`src/rtl/tlb_pkg.sv`:
```
// Shared constants, response type and LRU age-update helpers for the associative TLB.
package tlb_pkg;

  localparam int unsigned DEF_ENTRIES   = 4;
  localparam int unsigned DEF_VA_W      = 32;
  localparam int unsigned DEF_PA_W      = 20;
  localparam int unsigned DEF_PAGE_BITS = 12;

  // Sized for the widest physical address any instance may use; instances slice it down.
  localparam int unsigned PADDR_MAX_W = 64;

  typedef struct packed {
    logic                   hit;
    logic                   miss;
    logic [PADDR_MAX_W-1:0] paddr;
  } tlb_resp_t;

  // Make the target MRU; everything more recent than it ages by one.
  function automatic int unsigned age_touch(input int unsigned age, input int unsigned ref_age,
                                            input logic target);
    if (target) return 0;
    if (age < ref_age) return age + 1;
    return age;
  endfunction

  // Make the target LRU; everything older than it gets one step younger.
  function automatic int unsigned age_demote(input int unsigned age, input int unsigned ref_age,
                                             input logic target, input int unsigned entries);
    if (target) return entries - 1;
    if (age > ref_age) return age - 1;
    return age;
  endfunction

endpackage

```
`src/rtl/tlb_lru_ages.sv`:
```
// True-LRU age array: ages form a permutation of 0..ENTRIES-1, 0 = MRU, ENTRIES-1 = victim.
module tlb_lru_ages #(
  parameter  int unsigned ENTRIES = 4,
  localparam int unsigned AGE_W   = $clog2(ENTRIES)
) (
  input  logic             clk,
  input  logic             reset,
  input  logic             touch_en_i,
  input  logic [AGE_W-1:0] touch_idx_i,
  input  logic             demote_en_i,
  input  logic [AGE_W-1:0] demote_idx_i,
  output logic [AGE_W-1:0] victim_idx_o
);
  import tlb_pkg::*;

  logic [ENTRIES-1:0][AGE_W-1:0] age_q, age_d;
  logic [AGE_W-1:0]              ref_age;

  always_comb begin
    age_d        = age_q;
    victim_idx_o = '0;
    ref_age      = demote_en_i ? age_q[demote_idx_i] : age_q[touch_idx_i];
    for (int unsigned i = 0; i < ENTRIES; i++) begin
      if (age_q[i] == AGE_W'(ENTRIES - 1)) victim_idx_o = AGE_W'(i);
      if (demote_en_i) begin
        age_d[i] = AGE_W'(age_demote(32'(age_q[i]), 32'(ref_age), AGE_W'(i) == demote_idx_i,
                                     ENTRIES));
      end else if (touch_en_i) begin
        age_d[i] = AGE_W'(age_touch(32'(age_q[i]), 32'(ref_age), AGE_W'(i) == touch_idx_i));
      end
    end
  end

  always_ff @(posedge clk) begin
    if (reset) begin
      for (int unsigned i = 0; i < ENTRIES; i++) age_q[i] <= AGE_W'(i);
    end else begin
      age_q <= age_d;
    end
  end

endmodule

```
`src/rtl/tlb_assoc.sv`:
```
// Fully-associative TLB with true-LRU replacement, supervisor bypass and a registered response.
module tlb_assoc #(
  parameter  int unsigned ENTRIES   = tlb_pkg::DEF_ENTRIES,
  parameter  int unsigned VA_W      = tlb_pkg::DEF_VA_W,
  parameter  int unsigned PA_W      = tlb_pkg::DEF_PA_W,
  parameter  int unsigned PAGE_BITS = tlb_pkg::DEF_PAGE_BITS,
  localparam int unsigned VPN_W     = VA_W - PAGE_BITS,
  localparam int unsigned PPN_W     = PA_W - PAGE_BITS,
  localparam int unsigned AGE_W     = $clog2(ENTRIES)
) (
  input  logic             clk,
  input  logic             reset,
  input  logic             flush,
  input  logic             lookup_valid,
  input  logic [VA_W-1:0]  vaddr,
  input  logic             supervisor_mode,
  input  logic             wr_en,
  input  logic [VPN_W-1:0] wr_vpn,
  input  logic [PPN_W-1:0] wr_ppn,
  input  logic             inv_en,
  input  logic [VPN_W-1:0] inv_vpn,
  output logic             resp_valid,
  output logic [PA_W-1:0]  paddr,
  output logic             hit,
  output logic             miss
);
  import tlb_pkg::*;

  logic [ENTRIES-1:0]            valid_q, valid_d;
  logic [ENTRIES-1:0][VPN_W-1:0] vpn_q, vpn_d;
  logic [ENTRIES-1:0][PPN_W-1:0] ppn_q, ppn_d;
  logic                          resp_valid_q, resp_valid_d;
  tlb_resp_t                     resp_q, resp_d;

  logic [VPN_W-1:0]   lk_vpn;
  logic [ENTRIES-1:0] lk_match, wr_match, inv_match;
  logic [AGE_W-1:0]   lk_idx, wr_hit_idx, free_idx, inv_idx, wr_slot, victim_idx, touch_idx;
  logic               touch_en, demote_en;
  logic               unused_paddr_hi;

  assign lk_vpn = vaddr[VA_W-1:PAGE_BITS];

  // Descending scan so the lowest matching index wins every priority encode.
  always_comb begin
    lk_idx     = '0;
    wr_hit_idx = '0;
    free_idx   = '0;
    inv_idx    = '0;
    for (int i = int'(ENTRIES) - 1; i >= 0; i--) begin
      lk_match[i]  = valid_q[i] && (vpn_q[i] == lk_vpn);
      wr_match[i]  = valid_q[i] && (vpn_q[i] == wr_vpn);
      inv_match[i] = valid_q[i] && (vpn_q[i] == inv_vpn);
      if (lk_match[i])  lk_idx     = AGE_W'(i);
      if (wr_match[i])  wr_hit_idx = AGE_W'(i);
      if (inv_match[i]) inv_idx    = AGE_W'(i);
      if (!valid_q[i])  free_idx   = AGE_W'(i);
    end
    if (|wr_match)        wr_slot = wr_hit_idx;
    else if (!(&valid_q)) wr_slot = free_idx;
    else                  wr_slot = victim_idx;
  end

  always_comb begin
    valid_d   = valid_q;
    vpn_d     = vpn_q;
    ppn_d     = ppn_q;
    touch_en  = 1'b0;
    touch_idx = lk_idx;
    demote_en = 1'b0;
    if (flush) begin
      valid_d = '0;
    end else if (inv_en) begin
      if (|inv_match) begin
        valid_d[inv_idx] = 1'b0;
        demote_en        = 1'b1;
      end
    end else if (wr_en) begin
      valid_d[wr_slot] = 1'b1;
      vpn_d[wr_slot]   = wr_vpn;
      ppn_d[wr_slot]   = wr_ppn;
      touch_en         = 1'b1;
      touch_idx        = wr_slot;
    end else if (lookup_valid && !supervisor_mode && (|lk_match)) begin
      touch_en = 1'b1;
    end
  end

  // Response always reflects the contents held before this cycle's updates.
  always_comb begin
    resp_valid_d = lookup_valid;
    resp_d       = resp_q;
    if (lookup_valid) begin
      resp_d.paddr = '0;
      if (supervisor_mode) begin
        resp_d.hit               = 1'b1;
        resp_d.miss              = 1'b0;
        resp_d.paddr[PA_W-1:0]   = vaddr[PA_W-1:0];
      end else if (|lk_match) begin
        resp_d.hit               = 1'b1;
        resp_d.miss              = 1'b0;
        resp_d.paddr[PA_W-1:0]   = {ppn_q[lk_idx], vaddr[PAGE_BITS-1:0]};
      end else begin
        resp_d.hit  = 1'b0;
        resp_d.miss = 1'b1;
      end
    end
  end

  always_ff @(posedge clk) begin
    if (reset) begin
      valid_q      <= '0;
      vpn_q        <= '0;
      ppn_q        <= '0;
      resp_valid_q <= 1'b0;
      resp_q       <= '0;
    end else begin
      valid_q      <= valid_d;
      vpn_q        <= vpn_d;
      ppn_q        <= ppn_d;
      resp_valid_q <= resp_valid_d;
      resp_q       <= resp_d;
    end
  end

  tlb_lru_ages #(
    .ENTRIES(ENTRIES)
  ) u_ages (
    .clk         (clk),
    .reset       (reset),
    .touch_en_i  (touch_en),
    .touch_idx_i (touch_idx),
    .demote_en_i (demote_en),
    .demote_idx_i(inv_idx),
    .victim_idx_o(victim_idx)
  );

  assign resp_valid      = resp_valid_q;
  assign hit             = resp_q.hit;
  assign miss            = resp_q.miss;
  assign paddr           = resp_q.paddr[PA_W-1:0];
  assign unused_paddr_hi = ^resp_q.paddr[PADDR_MAX_W-1:PA_W];

  // In-place updates make duplicate VPNs impossible; catch any path that breaks that.
  assert property (@(posedge clk) disable iff (reset) $onehot0(lk_match));

endmodule

```
`config.mk`:
```
export PLATFORM = sky130hd
export DESIGN_NAME = tlb_assoc
export DESIGN_NICKNAME = d
export VERILOG_FILES = /design/src/rtl/tlb_pkg.sv /design/src/rtl/tlb_lru_ages.sv /design/src/rtl/tlb_assoc.sv
export SDC_FILE = /design/constraint.sdc
export NUM_CORES = 1
export LEC_CHECK = 0
export ABC_AREA = 1
export BUFFER_PORTS_ARGS = -buffer_cell sky130_fd_sc_hd__clkbuf_2
export CORE_MARGIN = 3
export CORE_UTILIZATION = 40
export DETAILED_ROUTE_END_ITERATION = 6
export GPL_ROUTABILITY_DRIVEN = 1
export PLACE_DENSITY = 0.64
export SYNTH_ARGS = -nofsm -noshare
export SYNTH_HDL_FRONTEND = slang
export SYNTH_SLANG_ARGS = --single-unit
```
`constraint.sdc`:
```
create_clock -name clk -period 5.45 [get_ports clk]
set_clock_uncertainty 0.15 [all_clocks]
set_input_delay 1.09 -clock clk [delete_from_list [all_inputs] [get_ports clk]]
set_output_delay 1.09 -clock clk [all_outputs]
set_load 0.02 [all_outputs]
```
==> flow_metrics.py <==
metrics = {
    "status": {
        "status": "complete, but fails checks",
        "violations": "design-rule violations",
    },
    "sta": {
        "finalSetupTns_ps": 0,
        "worst_slack_ps": 913,
        "fmax_mhz": 220,
        "fin_crit_sh_pct": 83.2,
        "min_period_ps": 4540,
        "rsz0062_at_grt": "no",
        "worst_pin_slew_ps": 828,
        "slew_headroom_pct": 44.1,
        "hold_viol_final": 0,
        "slew_violations": 0,
        "setup_viol": 0,
    },
    "final_layout": {
        "finalInstanceArea_um2": 12800,
        "diodes": 0,
        "nets": 2226,
        "fill_cells": 3186,
        "area_growth_pct": 12.3,
        "drive_above_1_share_pct": 10.0,
    },
    "critical_path": {
        "critPathMaxFanout": 5,
        "required_ps": 5600,
        "cpMaxStageDelayCell": "dfxtp_1",
        "crit_path_max_incr_delay_ps": 600,
        "path_common_cell": "nor2_1",
        "endpoint_kind": "flop",
        "r2r_start": "vpn_q[40]",
        "path_class": "reg -> reg",
        "start_kind": "flop",
        "startpoint": "vpn_q[40]",
        "crit_arrival_ps": 4690,
    },
    "routing": {
        "wl_met1_mm": 25.7,
        "first_pass_iters": 7,
        "drc": 2,
        "top_layer_used": "met4",
        "ant_nets": 0,
        "wl_met2_mm": 25.7,
        "met3RoutedLength_mm": 7.53,
        "wl_mm": 62.6,
        "detail_route.wl_per_cell_um": 24.9,
        "vias": 14300,
        "via_per_inst": 5.67,
        "drt_iter0_drc": 2413,
    },
    "placed_design": {
        "dp_slack_ps": 604,
        "gp_congestion": 1.12,
        "place_area_um2": 12200,
        "port_buffers": 109,
        "detailed_place_hpwl_mm": 51.8,
    },
    "clock_network": {
        "clk_latency_ps": 460,
        "cts-hold-fix-buffers": 0,
        "htreeDepth": 4,
        "clk_pin_slew_worst_paths_ps": 80,
        "cts_buffers": 17,
        "root_buffer": "clkbuf_16",
        "cts_sinks": 147,
        "cts_resized": 0,
        "post_cts_buffers": 0,
        "cts_tree": "built",
        "clockBufferDepth": 2,
    },
    "yosys": {
        "syn_area_um2": 11400,
        "yosysWarnings": 0,
        "yosysTopAreaCell": "dfxtp_1",
        "synthAdderAreaFrac_pct": 1.21,
        "syn_inst": 2051,
        "yosys-top-cells-area": "dfxtp_1 26%, nand2_1 26%, nor2_1 8.4%",
        "synth_seq_cells": 147,
        "synth_xor_area_share_pct": 3.30,
        "syn_nets": 2149,
        "yosys.area_share.simple_pct": 41.5,
        "synth_top_family_by_area": "simple AND/OR/NAND/NOR gates",
        "synth_cell_types": 38,
        "syn_area_per_cell_um2": 5.56,
        "muxShareOfSynthArea_pct": 0,
        "synth_compound_area_share_pct": 17.2,
        "netlist.area_leader.share_pct": 25.8,
        "synth-seq-area-share_pct": 25.8,
    },
    "grt": {
        "track_usage_pct": 39.9,
        "grt_pass1_wl_mm": 88.8,
        "antenna_found_initial": 1,
        "grt-ovfl-total": 0,
        "grt_pass1_vias": 13200,
        "grt_start_max_net_pins": 84,
    },
    "die": {
        "num_rows": 61,
        "ioPinCount": 110,
        "die_h_um": 175,
        "dieWidth_um": 175,
        "design.die.area_um2": 30600,
        "start_util_pct": 40.8,
        "core_um2": 27900,
    },
    "power": {
        "ir_drop_mv": 0.196,
        "powerDensity_nw_per_um2": 229,
        "p_leak_nw": 6.25,
    },
    "worst_hold_path": {
        "hp-start": "ppn_q[31]",
        "hold_path.class": "reg -> reg",
    },
    "run": {
        "cap_violations": 0,
    },
}
worst paths after layout:
| kind | end | depth (start not counted) | slack (ps) |
|---|---|---|---|
| max reg2reg | u_ages.age_q[2] | 29 | 910 |
| min | ppn_q[31] | 2 | 300 |
| min reg2reg | ppn_q[31] | 2 | 300 |
| max | u_ages.age_q[2] | 29 | 910 |
cells in the mapped netlist:
master,instances
nand2_1,781
nor2_1,256
inv_1,216
o21ai_0,156
dfxtp_1,147
a21oi_1,139
nand3_1,69
xnor2_1,42
o21ai_1,36
nand4_1,30
buf_2,22
clkbuf_1,21
o211ai_1,21
inv_2,17
nand2_2,14
ha_1,11
a21oi_2,10
buf_4,10
nand3b_1,8
buf_6,7
nor3_1,7
clkbuf_2,6
nand3_2,5
and2_1,3
a31o_2,2
nor2_2,2
o22ai_1,2
a21boi_2,1
a22oi_1,1
a41oi_1,1
buf_1,1
nand2_4,1
nor2_4,1
nor2b_1,1
nor4_1,1
or2_1,1
or2_2,1
xor2_1,1
layer usage:
metal | vias up | global-route usage [%]
met5 | - | 0
met4 | 0 | 20.1
met3 | 165 | 9.63
met2 | 900 | 57.7
met1 | 6588 | 55.3
li1 | 6632 | -
critical path: cells and delay by family (launching register included):
kind / cells / cell delay [ps]
buffers and inverters: 5 / 650
adders and majority gates: 1 / 330
AOI/OAI and AO/OA: 3 / 310
DFF: 1 / 600
and+or+nand+nor: 20 / 2340
kinds of logic after synthesis:
family / count (synthesis)
flops: 147
xor+xnor: 43
buf+inv: 300
fa+ha+maj: 11
simple gates: 1181
compound gates: 369
stage by stage:
step / power, mW / instances / hold slack [ps] / util [%]
6_report: 2.94 / 2519 / 300 / 45.8
5_1_grt: 3.03 / 2519 / 312 / 45.8
4_1_cts: 2.92 / 2519 / 300 / 45.8
3_5_place_dp: 1.68 / 2487 / 288 / 43.7
3_3_place_gp: 1.68 / 2487 / 282 / 43.7
2_1_floorplan: 1.46 / 2051 / 274 / -
placed cells by master, fill, tap and decap left out, types with 2 or more instances in the layout:
| cell type | Yosys | routed |
|---|---|---|
| a21oi_1 | 139 | 139 |
| o211ai_1 | 21 | 21 |
| o22ai_1 | 2 | 2 |
| nand2_1 | 781 | 779 |
| inv_1 | 216 | 215 |
| a31o_2 | 2 | 2 |
| inv_6 | 0 | 2 |
| nand3_2 | 5 | 6 |
| dfxtp_1 | 147 | 147 |
| a21oi_2 | 10 | 10 |
| nand3b_1 | 8 | 8 |
| xnor2_1 | 42 | 42 |
| nand2_2 | 14 | 16 |
| inv_2 | 17 | 17 |
| buf_4 | 10 | 15 |
| clkbuf_2 | 6 | 109 |
| clkbuf_16 | 0 | 17 |
| clkinv_8 | 0 | 5 |
| nor2_1 | 256 | 256 |
| o21ai_0 | 156 | 156 |
| ha_1 | 11 | 11 |
| clkinv_4 | 0 | 2 |
| and2_1 | 3 | 3 |
| nand3_1 | 69 | 68 |
| inv_8 | 0 | 4 |
| nor3_1 | 7 | 7 |
| o21ai_1 | 36 | 36 |
| nand4_1 | 30 | 30 |
| nor2_4 | 1 | 2 |
sequential cells by signal, summed over array words and instances, names as in the netlist:
register and cells:
miss 1, ppn_q 32, u_ages.age_q 8, vpn_q 80
resp_valid 1, valid_q 4, paddr 20, hit 1
layout make-up:
class	count	area (µm²)	area share [%]
multi-input cells	1604	7230	56.4
flip-flops and latches	147	2940	23.0
inverters	233	876	6.84
repair buffers	125	678	5.30
well taps	378	473	3.69
clock buffers	17	425	3.32
clock inverters	15	185	1.45
where the power goes:
part | leakage (nW) | switching [mW] | internal, mW
sequential | 1.19 | 0.0320 | 1.10
combinational | 4.76 | 0.395 | 0.158
clock | 0.293 | 0.632 | 0.625
Note: power is estimated with default switching activity, not from simulation.
